File: src/rtl/nibble_serial_subtractor_pkg.sv
// Shared types and constants for the nibble-serial subtractor.
package sub_pkg;

  localparam int NIB_W = 4;

  typedef logic [NIB_W-1:0] nibble_t;

  typedef enum logic [1:0] {
    IDLE,
    BUSY,
    DONE
  } state_t;

endpackage

File: src/rtl/nibble_serial_subtractor_four_bit_sub.sv
// Combinational 4-bit subtractor with borrow lookahead: diff = x - y - bin.
module four_bit_sub
  import sub_pkg::*;
(
  input  nibble_t x,
  input  nibble_t y,
  input  logic    bin,
  output nibble_t diff,
  output logic    bout
);

  nibble_t g;
  nibble_t p;
  logic [NIB_W:0] bc;

  assign g = ~x & y;
  assign p = ~(x ^ y);

  // Borrow into each bit computed directly from generate/propagate terms.
  assign bc[0] = bin;
  assign bc[1] = g[0] | (p[0] & bin);
  assign bc[2] = g[1] | (p[1] & g[0]) | (p[1] & p[0] & bin);
  assign bc[3] = g[2] | (p[2] & g[1]) | (p[2] & p[1] & g[0])
               | (p[2] & p[1] & p[0] & bin);
  assign bc[4] = g[3] | (p[3] & g[2]) | (p[3] & p[2] & g[1])
               | (p[3] & p[2] & p[1] & g[0])
               | (p[3] & p[2] & p[1] & p[0] & bin);

  assign diff = x ^ y ^ bc[NIB_W-1:0];
  assign bout = bc[NIB_W];

endmodule

File: src/rtl/nibble_serial_subtractor.sv
// Multi-cycle subtractor d = a - b, one nibble per clock LSB first,
// with valid/ready handshakes on operands and result.
module nibble_serial_subtractor
  import sub_pkg::*;
#(
  parameter int WIDTH = 16
) (
  input  logic             clk,
  input  logic             rst_n,
  input  logic             in_valid,
  output logic             in_ready,
  input  logic [WIDTH-1:0] a,
  input  logic [WIDTH-1:0] b,
  output logic             out_valid,
  input  logic             out_ready,
  output logic [WIDTH-1:0] d,
  output logic             borrow,
  output logic             ovf,
  output logic             zero
);

  localparam int NIBS  = WIDTH / NIB_W;
  localparam int IDX_W = (NIBS > 1) ? $clog2(NIBS) : 1;

  if ((WIDTH % NIB_W) != 0 || WIDTH < NIB_W) begin : g_width_check
    $error("WIDTH must be a positive multiple of 4");
  end

  state_t           state_q, state_d;
  logic [WIDTH-1:0] a_q, b_q, d_q, d_next;
  logic [IDX_W-1:0] idx_q;
  logic             brw_q;
  logic             borrow_q, ovf_q, zero_q;

  nibble_t          a_nib, b_nib, diff_nib;
  logic             bout_nib;
  logic             last_nib;

  assign a_nib    = a_q[int'(idx_q)*NIB_W +: NIB_W];
  assign b_nib    = b_q[int'(idx_q)*NIB_W +: NIB_W];
  assign last_nib = (idx_q == IDX_W'(NIBS - 1));

  four_bit_sub u_nib (
    .x    (a_nib),
    .y    (b_nib),
    .bin  (brw_q),
    .diff (diff_nib),
    .bout (bout_nib)
  );

  // Full result as it will stand after this edge; flags derive from it on the last nibble.
  always_comb begin
    d_next = d_q;
    d_next[int'(idx_q)*NIB_W +: NIB_W] = diff_nib;
  end

  always_ff @(posedge clk or negedge rst_n) begin
    if (!rst_n) state_q <= IDLE;
    else        state_q <= state_d;
  end

  always_comb begin
    state_d = state_q;
    unique case (state_q)
      IDLE:    if (in_valid)  state_d = BUSY;
      BUSY:    if (last_nib)  state_d = DONE;
      DONE:    if (out_ready) state_d = IDLE;
      default: state_d = IDLE;
    endcase
  end

  always_ff @(posedge clk or negedge rst_n) begin
    if (!rst_n) begin
      a_q      <= '0;
      b_q      <= '0;
      d_q      <= '0;
      idx_q    <= '0;
      brw_q    <= 1'b0;
      borrow_q <= 1'b0;
      ovf_q    <= 1'b0;
      zero_q   <= 1'b0;
    end else begin
      unique case (state_q)
        IDLE: begin
          if (in_valid) begin
            a_q   <= a;
            b_q   <= b;
            idx_q <= '0;
            brw_q <= 1'b0;
          end
        end
        BUSY: begin
          d_q   <= d_next;
          brw_q <= bout_nib;
          idx_q <= last_nib ? '0 : idx_q + 1'b1;
          if (last_nib) begin
            borrow_q <= bout_nib;
            ovf_q    <= (a_q[WIDTH-1] != b_q[WIDTH-1]) && (d_next[WIDTH-1] != a_q[WIDTH-1]);
            zero_q   <= (d_next == '0);
          end
        end
        default: ;
      endcase
    end
  end

  assign in_ready  = rst_n && (state_q == IDLE);
  assign out_valid = (state_q == DONE);
  assign d         = d_q;
  assign borrow    = borrow_q;
  assign ovf       = ovf_q;
  assign zero      = zero_q;

endmodule
File: config.mk
export PLATFORM = sky130hd
export DESIGN_NAME = nibble_serial_subtractor
export DESIGN_NICKNAME = d
export VERILOG_FILES = /design/src/rtl/nibble_serial_subtractor_pkg.sv /design/src/rtl/nibble_serial_subtractor_four_bit_sub.sv /design/src/rtl/nibble_serial_subtractor.sv
export SDC_FILE = /design/constraint.sdc
export NUM_CORES = 1
export LEC_CHECK = 0
export BUFFER_PORTS_ARGS = -buffer_cell sky130_fd_sc_hd__buf_2
export CAP_MARGIN = 20
export CORE_ASPECT_RATIO = 1.4
export CORE_UTILIZATION = 59
export DETAILED_ROUTE_END_ITERATION = 12
export MAX_ROUTING_LAYER = met4
export PLACE_DENSITY = 0.85
export SLEW_MARGIN = 20
export SYNTH_ARGS = -nofsm -noshare
export SYNTH_HDL_FRONTEND = slang
export SYNTH_HIERARCHICAL = 1
export SYNTH_SLANG_ARGS = --single-unit
File: constraint.sdc
create_clock -name clk -period 4.3 [get_ports clk]
set_input_delay 1.29 -clock clk [delete_from_list [all_inputs] [get_ports clk]]
set_output_delay 1.29 -clock clk [all_outputs]
set_load 0.01 [all_outputs]
== After elaboration in Yosys (flattened, before gate mapping) ==
Cells that the tools add are included.
Storage, ports and cells
  register bits: 56
  logic and storage cells: 73
Operators by class
  $add $sub $neg: 2
  equality and inequality tests: 8
  shift-type cells: 4
  mux-type cells: 10
  bitwise gates (word level): 31
  reduce and logical (&&, ||, !) cells: 9
Operators with widths (number)
  4-bit negation with 33-bit output: 1
  4-bit by 33-bit variable shift with 16-bit output, first input constant: 1
  4-bit by 33-bit indexed part select with 16-bit output: 1
  16-bit by 5-bit indexed part select with 4-bit output: 2
  1-bit bitwise AND: 16
  16-bit bitwise mux: 1
  16-bit zero test: 1
  2-bit two-way mux: 5
  1-bit bitwise OR: 10
  4-bit inverter: 2
  4-bit bitwise XOR: 2
  2-bit case mux with 3 select lines: 1
  2-bit AND reduction: 3
  4-bit bitwise AND: 1
  2-bit equality test, second input constant: 2
  2-bit != test, second input constant: 2
  2-bit case mux with 2 select lines: 1
  3-bit AND reduction: 1
  2-bit by 1-bit adder with 2-bit output, second input constant: 1
  2-bit by 1-bit equality test with 1-bit output, second input constant: 1
  1-bit logical AND: 2
  2-bit zero test: 1
  1-bit != test: 2
  2-bit by 1-bit != test with 1-bit output, second input constant: 1
  other kinds (3): 3

== Logic depth before layout (Yosys ltp) ==
Gate-level depths: netlist of the first run.
  word-level depth: 12
  depth in mapped cells: 12
  gate-level depth less buffers: 11

== Modules after synthesis ==
The synthesis of the first run kept the hierarchy.
By module, submodules not included
  nibble_serial_subtractor: times used 1, cells an instance 194, area each 2598.7 µm²
  four_bit_sub: times used 1, cells an instance 27, area each 200.2 µm²

== Worst setup path before layout of the first run ==
Ideal clock, no wire load.
  path kind: input-to-output
  start point: in rst_n
  end point: out in_ready
  arrival: 1596 ps
  slack: 1414 ps
  cell stages on the path: 1
  cells stage by stage: nor3b_1
On the way
  word-level cells in the longest chain between the ends: 1
Ends and longest elaborated chain
  start: declaration: RTL line nibble_serial_subtractor.sv:9  | input logic rst_n,
  1-bit logical AND: RTL line nibble_serial_subtractor.sv:107  | assign in_ready = rst_n && (state_q == IDLE);
  end: declaration: RTL line nibble_serial_subtractor.sv:11  | output logic in_ready,
No other way between the ends.

== Final worst setup path of the first run ==
  start point: reg idx_q[0]
  end point: reg zero_q, in the netlist zero
On the way
  elaborated cells on any way between the ends: 29
RTL lines
  start: declaration: RTL line nibble_serial_subtractor.sv:31  | logic [IDX_W-1:0] idx_q;
  start signal: assignment: RTL line nibble_serial_subtractor.sv:95  | idx_q <= last_nib ? '0 : idx_q + 1'b1;
  16-bit by 5-bit indexed part select with 4-bit output (*): RTL line nibble_serial_subtractor.sv:39  | assign a_nib = a_q[int'(idx_q)*NIB_W +: NIB_W];
  via a_nib[0]: RTL line nibble_serial_subtractor.sv:35  | nibble_t a_nib, b_nib, diff_nib;
  4-bit inverter / 4-bit bitwise XOR (equally long branches): RTL line nibble_serial_subtractor_four_bit_sub.sv:16, nibble_serial_subtractor_four_bit_sub.sv:17
  4-bit bitwise AND / 4-bit inverter (equally long branches): RTL line nibble_serial_subtractor_four_bit_sub.sv:16, nibble_serial_subtractor_four_bit_sub.sv:17
  1-bit bitwise AND: RTL line nibble_serial_subtractor_four_bit_sub.sv:22  | assign bc[2] = g[1] | (p[1] & g[0]) | (p[1] & p[0] & bin);
  1-bit bitwise OR / 1-bit bitwise AND (equally long branches): RTL line nibble_serial_subtractor_four_bit_sub.sv:22
  1-bit bitwise OR (*): RTL line nibble_serial_subtractor_four_bit_sub.sv:22
  4-bit bitwise XOR (*): RTL line nibble_serial_subtractor_four_bit_sub.sv:29  | assign diff = x ^ y ^ bc[NIB_W-1:0];
  via diff_nib[2]: RTL line nibble_serial_subtractor.sv:35
  4-bit by 33-bit indexed part select with 16-bit output (*): RTL line nibble_serial_subtractor.sv:54  | d_next[int'(idx_q)*NIB_W +: NIB_W] = diff_nib;
  16-bit bitwise mux (*): RTL line nibble_serial_subtractor.sv:54
  16-bit zero test (*): RTL line nibble_serial_subtractor.sv:99  | zero_q <= (d_next == '0);
  end signal: assignment: RTL line nibble_serial_subtractor.sv:99
  end: declaration: RTL line nibble_serial_subtractor.sv:33  | logic borrow_q, ovf_q, zero_q;
The timed path passes the listed nets; every way through them passes the cells marked *.
A chain may end at the register's enable or synchronous reset.

==> results of run 1 <==
[through the flow]
step	instances	setup slack [ns]	util	hold WS, ns
2_1_floorplan	221	1.41	-	0.475
3_3_place_gp	332	1.09	0.693	0.484
3_5_place_dp	332	0.927	0.693	0.487
4_1_cts	340	0.893	0.718	0.510
5_1_grt	340	0.627	0.718	0.533
6_report	340	0.939	0.718	0.501
[report_power, final]
| part | internal [W] | switching, W |
|---|---|---|
| logic | 0.000762 | 0.000942 |
| clock network | 0.000176 | 0.000174 |
| registers | 0.000770 | 0.000198 |
[worst max path at each step]
stage	startpoint	endpoint	slack (ns)	cells past startpoint
2_1_floorplan	rst_n	in_ready	1.41	1
3_3_place_gp	idx_q[0]	zero	1.09	11
3_5_place_dp	idx_q[0]	zero	0.93	11
4_1_cts	idx_q[0]	zero	0.89	11
5_1_grt	idx_q[0]	zero	0.63	11
6_report	idx_q[0]	zero	0.94	11
[registers in the layout, summed over array words and instances (netlist names)]
name / cells
d: 16
brw_q: 1
idx_q: 2
a_q: 16
zero: 1
borrow: 1
ovf: 1
b_q: 16
state_q: 2
[worst max-delay path, stage by stage (launching register included)]
cell      delay [ns]
dfrtp_1         0.87
mux4_2          0.63
inv_1           0.11
ha_1            0.26
a21o_1          0.20
a21oi_2         0.14
xor2_1          0.46
o211ai_1        0.17
o21ai_0         0.10
nand3_1         0.09
nand4_1         0.14
o31ai_1         0.06
[layout make-up]
cell class,instances,area (sq um)
fillers,336,1280
clock buffers,5,68.8
inverters,11,41.3
multi-input cells,144,1320
clock inverters,3,46.3
well taps,62,77.6
flip-flops and latches,56,1400
repair buffers,59,303
[layer usage]
metal / up-vias / GRT usage / wire length, um
li1: 933 / - / -
met1: 1015 / 0.291 / 2120
met2: 62 / 0.411 / 2880
met3: 9 / 0.0357 / 192
met4: 0 / 0.108 / 100
met5: - / - / 0
[layout by cell type (no fill, tap or decap), types with 2 or more instances in the layout]
master,n
o31ai_1,3
nand2b_1,3
nand3_1,3
dfrtp_1,56
a21oi_2,2
nor2b_1,2
nor3_1,3
buf_2,56
mux4_2,8
o211ai_1,3
a32o_1,14
buf_4,3
inv_1,11
a21oi_1,5
o21ai_0,8
clkbuf_8,5
nor2_1,6
ha_1,11
mux2_2,33
nor4_1,3
a21o_1,2
nand2_1,14
xor2_1,2
nand3b_1,2
[cells by family after synthesis]
| kind of cell | after synthesis |
|---|---|
| AND/OR/NAND/NOR | 45 |
| AO/OA/AOI/OAI | 43 |
| XOR/XNOR | 2 |
| flip-flops | 56 |
| multiplexers | 42 |
| adder cells (fa/ha/maj) | 12 |
| buffers and inverters | 21 |
==> impl_results.md, run 1 <==
* Least-Margin Pin Slew at 0.811 ns
* Fmax at 0.298 GHz
* CTS Buffer Depth at 2
* Main synth FF type: dfrtp_1
* Share of layout cells above drive strength 1 at 0.410
* Vias/cell at 5.94
* Fin. max-slew vios at 0
* Grt ovf at 0
* Via count at 2019
* # clock sinks at 56
* Dpl cell area at 0.00314 sq mm
* Syn nets at 269
* # Max-Cap Violations at 0
* Worst Hold Depth at 2
* Final Hold Viols at 0
* 1st-iter DRT viols at 120
* Compound-Gate Fraction of Synth Area at 0.119
* Hold path endpoint: d[0]
* Post-Synthesis Cells at 221
* RSZ-0062 raised after global routing: no
* Crit share post-route at 0.782
* DRC viols at 0
* WL/cell at 15.6 um
* Yosys reg bits at 56
* Crit path launch type: flip-flop
* Largest family of logic cells by synthesized area: multiplexers
* Tmin final at 3.36 ns
* Setup CP Type: flip-flop to flip-flop
* Ys async rst share at 1.00
* Dpl hpwl at 3.93 mm
* Hold crit path type: flip-flop to flip-flop
* Outcome: finished, final reports clean
* TNS Setup at 0 ns
* Post-Synth XOR/XNOR Area at 0.00626
* Total wire length at 5.30 mm
* Die area at 0.00503 sq mm
* CTS tree: done
* GR Util All Layers at 0.248
* CP Capture Type: flip-flop
* Reg2reg setup slack at 0.94 ns
* Avg Inst Size Synth at 12.7 sq um
* Row count at 29
* Gpl congestion at 0.902
* Most common cell in the netlist: dfrtp_1
* Port buffer count at 56
* Clk pin slew, worst setup/hold paths at 0.10 ns
* Initial antenna violation count at 0
* VDD IR-drop max at 0.604 mV
* Power Total at 0.00302 W
* Setup repair bufs after CTS at 0
* Synth-to-Final Area Change at 16.4%
* DR pass1 iterations at 4
* DIE WIDTH at 60.2 um
* Number of enable flip-flop cells after synthesis at 0
* Worst Clk Skew at 0.00510 ns
* Vias in the first global route at 2026
* First-pass GRT wire length at 9.11 mm
* Cts repair resizes at 0
* Most frequent cells after synthesis: dfrtp_1, mux2_2, a32o_1, nand2_1
* Synth area leader: dfrtp_1
* Pwr dens at 928 mW/mm^2
* R2R cell count at 11
* Critical R2R Launch: idx_q[0]
* Initial Util at 0.617
* Reg2Reg Capture Point: zero
* Post-Syn Area at 0.00280 sq mm
* Max FO, Critical Path at 17
* Nets@finish at 325
* Distinct cells, synth at 39
* LEAKAGE at 1.53 nW
* Skew-Pair Late Insertion Delay at 0.31 ns
* WP data required at 4.50 ns
* CTS Buf Count at 5
* Post-Synth Simple-Gate Area at 0.0867
* Mux contribution to synthesized area at 0.201
* Post-cts hold buffer count at 0
* ANT nets after route at 0
* # setup viols final at 0
* Yosys top cell area share at 0.501
* H-tree Lvls at 2
* Core Area at 0.00454 sq mm
* Adder-Cell Fraction of Synth Area at 0.0563
* CP arrival at 3.56 ns
* Leading post-synthesis cells by cell area: dfrtp_1, mux2_2, mux4_2, a32o_1, ha_1
* Root Buffer: clkbuf_8
* Rel. slew slack at 0.455
* Min-delay src: d[0]
* Ports at 57
* Die Y-Extent at 83.5 um
* Synth Warn # at 6
* Post-Layout Inst Area at 0.00326 sq mm
* Register area share after synthesis at 0.501
* Largest net degree at the start of global routing at 57
* Diodes inserted at 0
Note: power is estimated with default switching activity, not from simulation.
==> run 2: changes to the inputs <==
--- a/config.mk
+++ b/config.mk
@@ -8,10 +8,10 @@
 export BUFFER_PORTS_ARGS = -buffer_cell sky130_fd_sc_hd__buf_2
 export CAP_MARGIN = 20
 export CORE_ASPECT_RATIO = 1.4
-export CORE_UTILIZATION = 59
+export CORE_UTILIZATION = 55
 export DETAILED_ROUTE_END_ITERATION = 12
 export MAX_ROUTING_LAYER = met4
-export PLACE_DENSITY = 0.85
+export PLACE_DENSITY = 0.8
 export SLEW_MARGIN = 20
 export SYNTH_ARGS = -nofsm -noshare
 export SYNTH_HDL_FRONTEND = slang
==> constraint.sdc (replaced) <==
create_clock -name clk -period 3.3 [get_ports clk]
set_input_delay 0.99 -clock clk [delete_from_list [all_inputs] [get_ports clk]]
set_output_delay 0.99 -clock clk [all_outputs]
set_load 0.01 [all_outputs]
==> run 2 against run 1 <==
Compared with the run above: die area grew 7.1%; clock skew about the same; count of clock-buffer cells in the layout increased by 2; hold slack got worse by 0.0094 ns; final cell count increased by 1.5%; total power up 31%; global-route usage decreased by 2.2 points; setup slack got worse by 0.66 ns; sequential share of layout area about the same; core utilization down 5.0 points; critical path type unchanged; largest cell class unchanged.
==> impl_results.md, run 2 (synthesis gave the netlist of run 1 again) <==
* Die Y-Extent at 86.4 um (was 83.5 um)
* Skew-Pair Late Insertion Delay at 0.30 ns (was 0.31 ns)
* Share of layout cells above drive strength 1 at 0.413 (was 0.410)
* VDD IR-drop max at 0.943 mV (was 0.604 mV)
* Port buffer count at 56 (unchanged)
* Largest net degree at the start of global routing at 57 (unchanged)
* Ports at 57 (unchanged)
* Gpl congestion at 0.915 (was 0.902)
* Rel. slew slack at 0.548 (was 0.455)
* Initial Util at 0.574 (was 0.617)
* Initial antenna violation count at 0 (unchanged)
* Clk pin slew, worst setup/hold paths at 0.09 ns (was 0.10 ns)
* Least-Margin Pin Slew at 0.679 ns (was 0.811 ns)
* Most frequent cells in the layout: dfrtp_1, buf_2, mux2_2 (unchanged)
* Worst Clk Skew at 0.00545 ns (was 0.00510 ns)
* Synth-to-Final Area Change at 16.5% (was 16.4%)
* Hold crit path type: flip-flop to flip-flop (unchanged)
* 1st-iter DRT viols at 76 (was 120)
* Post-cts hold buffer count at 0 (unchanged)
* H-tree Lvls at 2 (unchanged)
* Vias/cell at 5.77 (was 5.94)
* Core Area at 0.00488 sq mm (was 0.00454 sq mm)
* Outcome: finished, final reports clean (unchanged)
* CP Capture Type: flip-flop (unchanged)
* Grt ovf at 0 (unchanged)
* WL/cell at 15.7 um (was 15.6 um)
* Pwr dens at 1220 mW/mm^2 (was 928 mW/mm^2)
* Die area at 0.00538 sq mm (was 0.00503 sq mm)
* DIE WIDTH at 62.3 um (was 60.2 um)
* Max Used Layer: met4 (unchanged)
* Tmin final at 3.02 ns (was 3.36 ns)
* Root Buffer: clkbuf_8 (unchanged)
* CTS Buf Count at 5 (unchanged)
* Total wire length at 5.41 mm (was 5.30 mm)
* Crit path launch type: flip-flop (unchanged)
* Fin. max-slew vios at 0 (unchanged)
* # setup viols final at 0 (unchanged)
* Max FO, Critical Path at 11 (was 17)
* Vias in the first global route at 1963 (was 2026)
* Setup CP Type: flip-flop to flip-flop (unchanged)
* GR Util All Layers at 0.226 (was 0.248)
* Reg2reg setup slack at 0.28 ns (was 0.94 ns)
* Crit share post-route at 0.914 (was 0.782)
* Dpl hpwl at 4.08 mm (was 3.93 mm)
* CTS Buffer Depth at 2 (unchanged)
* DR WL met2 at 2.97 mm (was 2.88 mm)
* Met3 WL post-DR at 207 um (was 192 um)
* Diodes inserted at 0 (unchanged)
* DRC viols at 0 (unchanged)
* Setup repair bufs after CTS at 0 (unchanged)
* CTS tree: done (unchanged)
* Placed cell count at 337 (was 332)
* First-pass GRT wire length at 9.01 mm (was 9.11 mm)
* LEAKAGE at 1.53 nW (about the same)
* Cts repair resizes at 0 (unchanged)
* Via count at 1992 (was 2019)
* Row count at 30 (was 29)
* DR pass1 iterations at 4 (unchanged)
* Fin cells at 345 (was 340)
* ANT nets after route at 0 (unchanged)
* Routed length on met1 at 2.15 mm (was 2.12 mm)
* Nets@finish at 328 (was 325)
* CP arrival at 3.23 ns (was 3.56 ns)
* # clock sinks at 56 (unchanged)
* Final Hold Viols at 0 (unchanged)
* # Max-Cap Violations at 0 (unchanged)
* TNS Setup at 0 ns (unchanged)
* WP data required at 3.51 ns (was 4.50 ns)
* RSZ-0062 raised after global routing: no (unchanged)
* Fmax at 0.331 GHz (was 0.298 GHz)
## run 2: cell count changes in the layout (fill, tap and decap cells not counted), sizes merged
cell,delta
bufinv,-1
clkbuf,+2
buf,+3
inv,-1
## run 2: final cells by class
class / instances / area, sq um
Fill cell: 402 / 1620
Sequential cell: 56 / 1400
Multi-Input combinational cell: 144 / 1320
Timing Repair Buffer: 62 / 325
Clock buffer: 7 / 86.3
Tap cell: 64 / 80.1
Inverter: 11 / 41.3
Clock inverter: 1 / 7.51
## run 2: path summary, 6_finish.rpt
check / start / endpoint / cells after the start
setup / recovery: idx_q[0] / zero / 8
hold / removal: zero / zero / 2
setup reg to reg: idx_q[0] / zero / 8
hold reg to reg: zero / zero / 2
max in group asynchronous: rst_n / a_q[4] / 2
min in group asynchronous: rst_n / d[1] / 2
## run 2: critical path, cell delays in order, from the launching register on
cell and delay [ns]:
dfrtp_1 0.72, mux4_2 0.58, ha_1 0.37, a21o_1 0.19
a21oi_1 0.17, nand3b_1 0.26, a211oi_1 0.28, o211ai_1 0.12
o31ai_1 0.23
## run 2: per-layer routing
metal  GRT usage  vias to the layer above
met5           -                        -
met3      0.0395                        6
met4      0.0867                        0
met1       0.256                      985
met2       0.398                       60
li1            -                      941
## run 2: report_power, final
part           switching, W  total, W  internal, W
sequential         0.000253   0.00126      0.00100
combinational       0.00128   0.00234      0.00106
clock              0.000203  0.000374     0.000171
total               0.00174   0.00397      0.00223
## run 2: through the flow
stage | setup WS (ns) | hold slack, ns | cell area [sq um] | total power (W) | utilization
floorplan | 0.468 | 0.475 | 2800 | 0.00290 | -
global placement | 0.397 | 0.467 | 3170 | 0.00353 | 0.649
detailed placement | 0.315 | 0.475 | 3170 | 0.00361 | 0.649
CTS | 0.283 | 0.496 | 3260 | 0.00399 | 0.668
global route | 0.0522 | 0.531 | 3260 | 0.00428 | 0.668
finish | 0.283 | 0.492 | 3260 | 0.00397 | 0.668
==> run 3: changes to the inputs <==
--- a/config.mk
+++ b/config.mk
@@ -9,9 +9,11 @@
 export CAP_MARGIN = 20
 export CORE_ASPECT_RATIO = 1.4
 export CORE_UTILIZATION = 55
+export CTS_CLUSTER_DIAMETER = 50
 export DETAILED_ROUTE_END_ITERATION = 12
 export MAX_ROUTING_LAYER = met4
 export PLACE_DENSITY = 0.8
+export RECOVER_POWER = 25
 export SLEW_MARGIN = 20
 export SYNTH_ARGS = -nofsm -noshare
 export SYNTH_HDL_FRONTEND = slang
==> run 3 against run 2 <==
Compared with the run above: core utilization is 0.051 points lower; register-to-register slack hardly changed; sequential cell count stayed put; design area hardly changed; clock power hardly changed; largest cell class unchanged; die area stayed put; maximum frequency stayed put; sequential power hardly changed; final cell count stayed put; via count is 0.10% higher.
==> impl_results.md, run 3 (synthesis gave the netlist of run 1 again) <==
* Clk pin slew, worst setup/hold paths at 0.09 ns (about the same)
* Diodes inserted at 0 (unchanged)
* Ports at 57 (unchanged)
* Least-Margin Pin Slew at 1.32 ns (was 0.679 ns)
* Die Y-Extent at 86.4 um (unchanged)
* Initial Util at 0.574 (unchanged)
* Outcome: finished, final reports clean (unchanged)
* Total wire length at 5.41 mm (about the same)
* Seq pwr share at 0.317 (about the same)
* Crit path launch type: flip-flop (unchanged)
* RSZ-0062 raised after global routing: no (unchanged)
* TNS Setup at 0 ns (unchanged)
* Power share of the clock group at 0.094 (about the same)
* H-tree Lvls at 2 (unchanged)
* Root Buffer: clkbuf_8 (unchanged)
* CTS tree: done (unchanged)
* First-pass GRT wire length at 9.01 mm (unchanged)
* Gpl congestion at 0.915 (unchanged)
* Grt ovf at 0 (unchanged)
* Dpl hpwl at 4.08 mm (unchanged)
* Setup CP Type: flip-flop to flip-flop (unchanged)
* Setup repair bufs after CTS at 0 (unchanged)
* Skew-Pair Late Insertion Delay at 0.30 ns (about the same)
* Worst path top cell family by delay: compound AO/OA/AOI/OAI gates (unchanged)
* Share of layout cells above drive strength 1 at 0.413 (unchanged)
* DR WL met2 at 2.97 mm (about the same)
* Hold crit path type: flip-flop to flip-flop (unchanged)
* CTS Buf Count at 5 (unchanged)
* Die area at 0.00538 sq mm (unchanged)
* CP Capture Type: flip-flop (unchanged)
* Pint at 0.00223 W (about the same)
* WP data required at 3.51 ns (about the same)
* Slowest stage delay, CP at 0.72 ns (about the same)
* Reg2reg setup slack at 0.28 ns (about the same)
* Critical Path Source: idx_q[0] (unchanged)
* Largest net degree at the start of global routing at 57 (unchanged)
* Tmin final at 3.02 ns (about the same)
* Pwr dens at 1220 mW/mm^2 (about the same)
* CP max stage cell: dfrtp_1 (unchanged)
* Vias/cell at 5.78 (was 5.77)
* Crit share post-route at 0.914 (about the same)
* CP arrival at 3.23 ns (about the same)
* Core Area at 0.00488 sq mm (unchanged)
* Sw Ratio at 0.438 (about the same)
* GR Util All Layers at 0.226 (unchanged)
* WL/cell at 15.7 um (about the same)
* VDD IR-drop max at 0.943 mV (about the same)
* Cell Chain, Critical Path: mux4_2, ha_1, a21o_1, a21oi_1, nand3b_1, a211oi_1, o211ai_1, o31ai_1 (unchanged)
* Switching Power at 0.00174 W (about the same)
* Initial antenna violation count at 0 (unchanged)
* Min Hold Slack at 0.492 ns (about the same)
* ANT nets after route at 0 (unchanged)
* WP buf/inv at 0 (unchanged)
* 1st-iter DRT viols at 79 (was 76)
* Most frequent cells in the layout: dfrtp_1, buf_2, mux2_2 (unchanged)
* Row count at 30 (unchanged)
* Fin. max-slew vios at 0 (unchanged)
* Vias in the first global route at 1963 (unchanged)
* Cts repair resizes at 0 (unchanged)
* LEAKAGE at 1.53 nW (about the same)
* Placed cell count at 337 (unchanged)
* Synth-to-Final Area Change at 16.4% (was 16.5%)
* Via count at 1994 (was 1992)
* Port buffer count at 56 (unchanged)
* Rel. slew slack at 0.121 (was 0.548)
* Max Used Layer: met4 (unchanged)
* Nets@finish at 328 (unchanged)
* Fmax at 0.331 GHz (unchanged)
* # setup viols final at 0 (unchanged)
* Worst Clk Skew at 0.00543 ns (was 0.00545 ns)
* DRC viols at 0 (unchanged)
* Final Hold Viols at 0 (unchanged)
* Max FO, Critical Path at 11 (unchanged)
* Critical R2R Launch: idx_q[0] (unchanged)
* DIE WIDTH at 62.3 um (unchanged)
* Comb pwr share at 0.589 (about the same)
* CTS Buffer Depth at 2 (unchanged)
* DR pass1 iterations at 4 (unchanged)
* Fin cells at 345 (unchanged)
* Routed length on met1 at 2.15 mm (about the same)
* Post-cts hold buffer count at 0 (unchanged)
* # clock sinks at 56 (unchanged)
* Met3 WL post-DR at 209 um (was 207 um)
* Min-delay src: zero (unchanged)
* # Max-Cap Violations at 0 (unchanged)
run 3: power by group through the flow:
stage	sequential (W)	combinational [W]	clock, W
floorplan	0.00120	0.00169	0
global placement	0.00127	0.00226	0
detailed placement	0.00128	0.00233	0
CTS	0.00127	0.00233	0.000390
global route	0.00131	0.00255	0.000415
finish	0.00126	0.00234	0.000374
run 3: worst paths after layout:
kind,endpoint,cells past startpoint
min,zero,2
min in group asynchronous,d[1],2
max reg2reg,zero,8
max in group asynchronous,a_q[4],2
max,zero,8
min reg2reg,zero,2
run 3: through the flow:
stage	total power (W)	instance area, sq um	util	worst slack, ns
6_report	0.00397	3260	0.668	0.283
5_1_grt	0.00428	3260	0.668	0.0522
4_1_cts	0.00399	3260	0.668	0.283
3_5_place_dp	0.00361	3170	0.649	0.315
3_3_place_gp	0.00353	3170	0.649	0.397
2_1_floorplan	0.00290	2800	-	0.468
run 3: layout make-up:
cell class / instances / area (sq um)
Clock inverter: 1 / 7.51
Tap cell: 64 / 80.1
Fill cell: 403 / 1620
Sequential cell: 56 / 1400
Multi-Input combinational cell: 144 / 1320
Inverter: 11 / 41.3
Timing Repair Buffer: 62 / 323
Clock buffer: 7 / 86.3
run 3: worst min-delay path, delay by kind of cell (launching register included):
| kind | cells | cell delay (ns) |
|---|---|---|
| AO/OA/AOI/OAI | 1 | 0.06 |
| flip-flops | 1 | 0.36 |
| AND/OR/NAND/NOR | 1 | 0.05 |
run 3: per-layer routing:
layer / global-route usage / up-vias
met1: 0.256 / 986
met2: 0.398 / 61
met3: 0.0395 / 6
li1: - / 941
met4: 0.0867 / 0
met5: - / -
